==> src/rtl/max_pool_stream.sv <==
// Streaming max/min pooling over non-overlapping windows of WINDOW signed samples.
// Reports the pooled value and the position of the first sample that achieved it.
module max_pool_stream #(
  parameter int DATA_WIDTH = 20,
  parameter int WINDOW     = 4
) (
  input  logic                         clk,
  input  logic                         rst_n,
  input  logic                         mode,
  input  logic                         flush,
  input  logic                         in_valid,
  output logic                         in_ready,
  input  logic signed [DATA_WIDTH-1:0] in_data,
  output logic                         out_valid,
  input  logic                         out_ready,
  output logic signed [DATA_WIDTH-1:0] out_data,
  output logic [$clog2(WINDOW)-1:0]    out_idx
);

  localparam int IDX_W = $clog2(WINDOW);
  localparam logic [IDX_W-1:0] LAST_IDX = IDX_W'(WINDOW - 1);

  typedef enum logic {
    ACC  = 1'b0,
    HOLD = 1'b1
  } state_t;

  state_t state, state_nxt;

  logic [IDX_W-1:0]              cnt;
  logic signed [DATA_WIDTH-1:0]  acc_p0;
  logic [IDX_W-1:0]              best_p0;
  logic                          mode_p0;

  logic                          accept;
  logic                          last_accept;
  logic                          take;
  logic signed [DATA_WIDTH-1:0]  win_data;
  logic [IDX_W-1:0]              win_idx;

  // Strict compare so that ties keep the earlier sample.
  function automatic logic beats(input logic signed [DATA_WIDTH-1:0] cand,
                                 input logic signed [DATA_WIDTH-1:0] cur,
                                 input logic                         use_min);
    return use_min ? (cand < cur) : (cand > cur);
  endfunction

  assign accept      = in_valid & in_ready & ~flush;
  assign last_accept = accept & (cnt == LAST_IDX);
  assign take        = beats(in_data, acc_p0, mode_p0);
  assign win_data    = take ? in_data : acc_p0;
  assign win_idx     = take ? cnt : best_p0;

  always_ff @(posedge clk or negedge rst_n) begin
    if (!rst_n) state <= ACC;
    else        state <= state_nxt;
  end

  always_comb begin
    state_nxt = state;
    in_ready  = 1'b0;
    out_valid = 1'b0;
    case (state)
      ACC: begin
        in_ready = 1'b1;
        if (last_accept) state_nxt = HOLD;
      end
      HOLD: begin
        out_valid = 1'b1;
        if (out_ready) state_nxt = ACC;
      end
      default: state_nxt = ACC;
    endcase
  end

  // Stage p0: running best of the window; result registered on the last sample.
  always_ff @(posedge clk or negedge rst_n) begin
    if (!rst_n) begin
      cnt      <= '0;
      acc_p0   <= '0;
      best_p0  <= '0;
      mode_p0  <= 1'b0;
      out_data <= '0;
      out_idx  <= '0;
    end else if (state == ACC) begin
      if (flush) begin
        cnt <= '0;
      end else if (accept) begin
        if (cnt == '0) begin
          acc_p0  <= in_data;
          best_p0 <= '0;
          mode_p0 <= mode;
          cnt     <= cnt + IDX_W'(1);
        end else if (cnt == LAST_IDX) begin
          out_data <= win_data;
          out_idx  <= win_idx;
          cnt      <= '0;
        end else begin
          acc_p0  <= win_data;
          best_p0 <= win_idx;
          cnt     <= cnt + IDX_W'(1);
        end
      end
    end
  end

endmodule
==> config.mk <==
export PLATFORM = sky130hd
export DESIGN_NAME = max_pool_stream
export DESIGN_NICKNAME = d
export VERILOG_FILES = /design/src/rtl/max_pool_stream.sv
export SDC_FILE = /design/constraint.sdc
export NUM_CORES = 1
export LEC_CHECK = 0
export BUFFER_PORTS_ARGS = -buffer_cell sky130_fd_sc_hd__clkbuf_2
export CAP_MARGIN = 20
export CORE_MARGIN = 3
export CORE_UTILIZATION = 56
export DETAILED_ROUTE_END_ITERATION = 6
export PLACE_DENSITY = 0.85
export SYNTH_ARGS = -nofsm -noshare
export SYNTH_HDL_FRONTEND = slang
export SYNTH_SLANG_ARGS = --single-unit
==> constraint.sdc <==
create_clock -name clk -period 2.75 [get_ports clk]
set_input_delay 0.55 -clock clk [delete_from_list [all_inputs] [get_ports clk]]
set_output_delay 0.55 -clock clk [all_outputs]
set_load 0.005 [all_outputs]
Word level (Yosys, flattened, before mapping)
Cells that the tools add are included.
{"block": "classes", "n_bitwise": 6, "shifts": 0, "div_mod_pow": 0, "muxes": 16, "n_addsub": 1, "multipliers": 0, "n_lt_le_gt_ge": 2, "eq_ne": 2, "n_reduce_logical": 6}
{"operator": "$mux 20", "n": 3}
{"operator": "$gt 20x20->1", "n": 1}
{"operator": "$lt 20x20->1", "n": 1}
{"operator": "$mux 2", "n": 7}
{"operator": "$reduce_and 4->1", "n": 2}
{"operator": "$mux 1", "n": 5}
{"operator": "$reduce_and 5->1", "n": 1}
{"operator": "$and 1x1->1", "n": 3}
{"operator": "$not 1->1", "n": 3}
{"operator": "$add 2x1->2 const B", "n": 1}
{"operator": "$eq 2x2->1 const B", "n": 1}
{"operator": "$logic_not 2->1", "n": 1}
{"operator": "$ne 2x2->1 const B", "n": 1}
{"operator": "$pmux 1 s2", "n": 1}
{"operator": "$reduce_and 2->1", "n": 1}
{"operator": "$reduce_bool 2->1", "n": 1}
{"block": "word_totals", "rom_bits": 0, "latchBits": 0, "wordCells": 40, "memories": 0, "input_bits": 26, "ram_bits": 0, "register_bits": 48}

Depth between registers and ports, before layout
{"block": "depth", "depth_word": 6, "ltp_mapped": 11}

Worst setup path after synthesis
Ideal clock, no wire load.
{"block": "synth_path", "kind": "input port to flip-flop", "from": "input in_data[9]", "to": "register acc_p0[0]", "n_path_buf": 2, "t_arrival_ns": 2.596, "cell_stages": 10, "setup_slack_ns": 0.029, "cell_sequence": "ha_1 -> a21o_1 -> a21o_1 -> a21oi_1 -> o21ai_1 -> or3_1 -> buf_2 -> a31oi_2 -> buf_6 -> mux2_4"}
{"block": "synth_via", "elab_chain_cells": 5, "elab_cells_between_ends": 6, "cone_classes": "2 x order compare; 4 x mux"}
{"item": "start: declaration", "line_no": "13", "source": "input logic signed [DATA_WIDTH-1:0] in_data,"}
{"item": "$gt 20x20->1 / $lt 20x20->1 (equally long branches)", "line_no": "45", "source": "return use_min ? (cand < cur) : (cand > cur);"}
{"item": "$mux 1 (*)", "line_no": "45"}
{"item": "$mux 20 (*)", "line_no": "51", "source": "assign win_data = take ? in_data : acc_p0;"}
{"item": "$mux 20 (*)", "line_no": "94", "source": "end else if (cnt == LAST_IDX) begin"}
{"item": "$mux 20 (*)", "line_no": "89", "source": "if (cnt == '0) begin"}
{"item": "end signal: assignment", "line_no": "90", "source": "acc_p0 <= in_data;"}
{"item": "end signal: assignment", "line_no": "99", "source": "acc_p0 <= win_data;"}
{"item": "end: declaration", "line_no": "31", "source": "logic signed [DATA_WIDTH-1:0] acc_p0;"}
Mark *: on every way between the ends. The rest lies on a longest branch, timed or not. The select of a mux whose other input is x is not followed.
A chain may end at the register's enable or synchronous reset.

Final worst setup path
{"block": "layout_path", "from": "register acc_p0[18]", "to": "register acc_p0[3]"}
{"block": "layout_via", "elab_chain_cells": 5, "elab_cells_between_ends": 6, "cone_classes": "2 x order compare; 4 x mux"}
{"item": "$gt 20x20->1 / $lt 20x20->1 (equally long branches)", "line_no": "45"}
{"item": "$mux 1 (*)", "line_no": "45"}
{"item": "$mux 20 (*)", "line_no": "51"}
{"item": "$mux 20 (*)", "line_no": "94"}
{"item": "$mux 20 (*)", "line_no": "89"}
Marks and branches as above.

==> impl_metrics.yaml <==
flow_run:
  cap_violations: 0
cts:
  cts.sinks: 48
  root_buffer: "clkbuf_8"
  clockBufferDepth: 2
  cts_max_level: 2
  hold_buffers: 0
  cts_tree: "done"
  cts_buffers: 5
  clkLatencyLatePin_ns: 0.31
  path_clk_slew_ns: 0.09
global_route:
  grt_max_degree: 49
  grt_pass1_vias: 2596
  grt_usage_pct: 25.4
  overflow: 0
  antenna_found_initial: 0
  grt_first_pass_wirelength_um: 12200
final_layout:
  finalNonFillerCells: 427
  n_antenna_cell: 0
  layout.nets: 408
  fillers: 346
  area_growth_pct: 23.2
  final_layout_size_suffix_gt1_share_pct: 34.7
synthesis:
  ys_types: 37
  synthCells: 289
  synthAdderAreaFrac_pct: 9.46
  ys_seq_area_share_pct: 41.3
  synth_seq_cells: 48
  synth-compound-area-share_pct: 17.1
  synth_edf_count: 0
  synth_area_leader_cell: "dfrtp_1"
  synth_most_common_cell: "dfrtp_1"
  synth_area_leaders: "dfrtp_1 41%, mux2_4 10%, ha_1 9.5%"
  synth_commonest_cells: "48 x dfrtp_1, 28 x nor2_1, 27 x inv_1, 25 x nand4_1"
  synth-xor-area-share_pct: 0
  synth_fp_nets: 337
  synth_top_area_share_pct: 41.3
  synth-async-reset-ratio_pct: 100
  synth_top_family_by_area: "compound AO/OA/AOI/OAI gates"
  synth_mux_area_share_pct: 10.7
  netlist_area_mm2: 0.00291
  ys.flop_type: "dfrtp_1"
  synth-simple-area-share_pct: 14.6
  avgSynthCellArea_um2: 10.1
  yosysWarnings: 0
placement:
  hpwl_um: 5230
  dp_slack_ns: -0.147
  gp_congestion: 0.828
  io_buffers: 49
  placed_cells: 417
sta:
  fmax_mhz: 366
  maxSlewViolCount: 0
  skew_ns: 0.00760
  tightestPinTransition_ns: 0.621
  setup_tns_ns: 0
  hold_ws_ns: 0.330
  fin_crit_ns: 2.73
  hold_viol_final: 0
  setup_viol: 0
  slew_headroom_pct: 58.6
  worst_slack_ns: 0.0151
  period_share_pct: 99.5
power:
  p_per_area_mw_per_mm2: 754
  vdd_ir_drop_max_v: 0.000467
  power.total_w: 0.00270
  leakagePower_nw: 1.85
critical_path:
  worst-path-max-fanout: 7
  crit_path_end: "acc_p0[3]"
  cpPeakStageDelay_ns: 0.38
  r2r_end: "acc_p0[3]"
  startpoint_type: "flop"
  rrSetupSlack_ns: 0.02
  setup.worst_path.start: "acc_p0[18]"
  crit_chain: "inv_1 -> ha_1 -> nand4_4 -> buf_4 -> a21oi_1 -> o21ai_0 -> o21ai_1 -> buf_4 -> o21ai_1 -> a31oi_4 -> buf_6 -> mux2_4"
  slowest_stage: "dfrtp_1"
  reg2regPathDepth: 12
  endpoint_kind: "flop"
  r2r-start: "acc_p0[18]"
  cp.arrival_ns: 2.93
  critPathRequiredTime_ns: 2.94
  path_class: "flop to flop"
floorplanning:
  rows: 25
  dieHeight_um: 78.1
  io_pins: 50
  start_util_pct: 59.6
  core-area_mm2: 0.00488
  die_x_um: 78.1
  dieArea_mm2: 0.00610
drt:
  drtAntennaViolNets: 0
  routed-via-count: 2586
  drt-initial-drc-count: 186
  wire_per_inst_um: 17.8
  route.detailed.drc: 0
  wl_um: 7610
  drt-pass1-iter-count: 5
  via_per_inst: 6.06
outcome:
  status: "finished clean"
min_path:
  hp-class: "input port to async pin"
-- cell type report --
cell class                 instances  area (um^2)  area share, %
tap                               67         83.8           2.34
sequential                        48         1200           33.5
multi-input combinational        193         1560           43.4
clock buffer                       7         96.3           2.69
timing repair buffer              85          547           15.3
inverter                          27          101           2.83
-- metrics by stage --
stage,area (um^2),utilization [%]
after floorplan,2910,-
after global placement,3410,69.8
after detailed placement,3410,69.8
after CTS,3500,71.8
after global routing,3580,73.5
final,3580,73.5
-- per-layer routing --
metal	global-route usage [%]	part of all wire, %	vias to the layer above
met5	0	0	-
met4	9.62	2.6	0
met3	4.59	5.9	24
met2	45.0	51	115
met1	30.6	40	1236
li1	-	-	1211
-- state kept, by name (all words and copies together), names as in the netlist --
register,flops
out_idx,2
mode_p0,1
out_data,20
state,1
acc_p0,20
best_p0,2
cnt,2
-- worst min path at each step --
stage	cells past startpoint	slack, ns	to	from
floorplan	0	0.25	acc_p0[0]	rst_n
global placement	2	0.47	best_p0[0]	best_p0[0]
detailed placement	2	0.51	best_p0[1]	best_p0[1]
CTS	2	0.35	out_data[17]	rst_n
global route	2	0.39	acc_p0[12]	rst_n
finish	2	0.33	out_data[15]	rst_n
-- cells by family after synthesis --
group | after synthesis
and+or+nand+nor | 79
AOI/OAI and AO/OA | 71
buffers and inverters | 48
DFF | 48
adders and majority gates | 22
muxes | 21
-- worst max-delay path, delay by kind of cell, from the launching register on --
family	cells	cell delay, ns
AND/OR/NAND/NOR	1	0.14
AO/OA/AOI/OAI	5	0.86
buffers and inverters	4	0.58
flip-flops	1	0.38
adder cells (fa/ha/maj)	1	0.33
multiplexers	1	0.31
-- power breakdown --
group / leakage [nW] / total [W] / internal [W] / switching, W
clock network: 0.0503 / 0.000462 / 0.000224 / 0.000237
logic: 1.18 / 0.00126 / 0.000603 / 0.000659
registers: 0.615 / 0.000980 / 0.000860 / 0.000120
-- layout by cell type, fill, tap and decap left out, types with 5 or more instances in the layout --
cell type,n
a21oi_1,5
a31oi_1,22
buf_4,31
clkbuf_2,49
clkbuf_8,7
dfrtp_1,48
ha_1,21
inv_1,27
mux2_4,20
nand2_1,9
nand4_1,25
nor2_1,28
o21ai_0,5
o31ai_1,22
-- timing repair --
item	in CTS	in global routing
setup buffers	0	3
resized for setup	0	11
endpoints found under the setup margin	0	32
(Power assumes the default switching activity.)
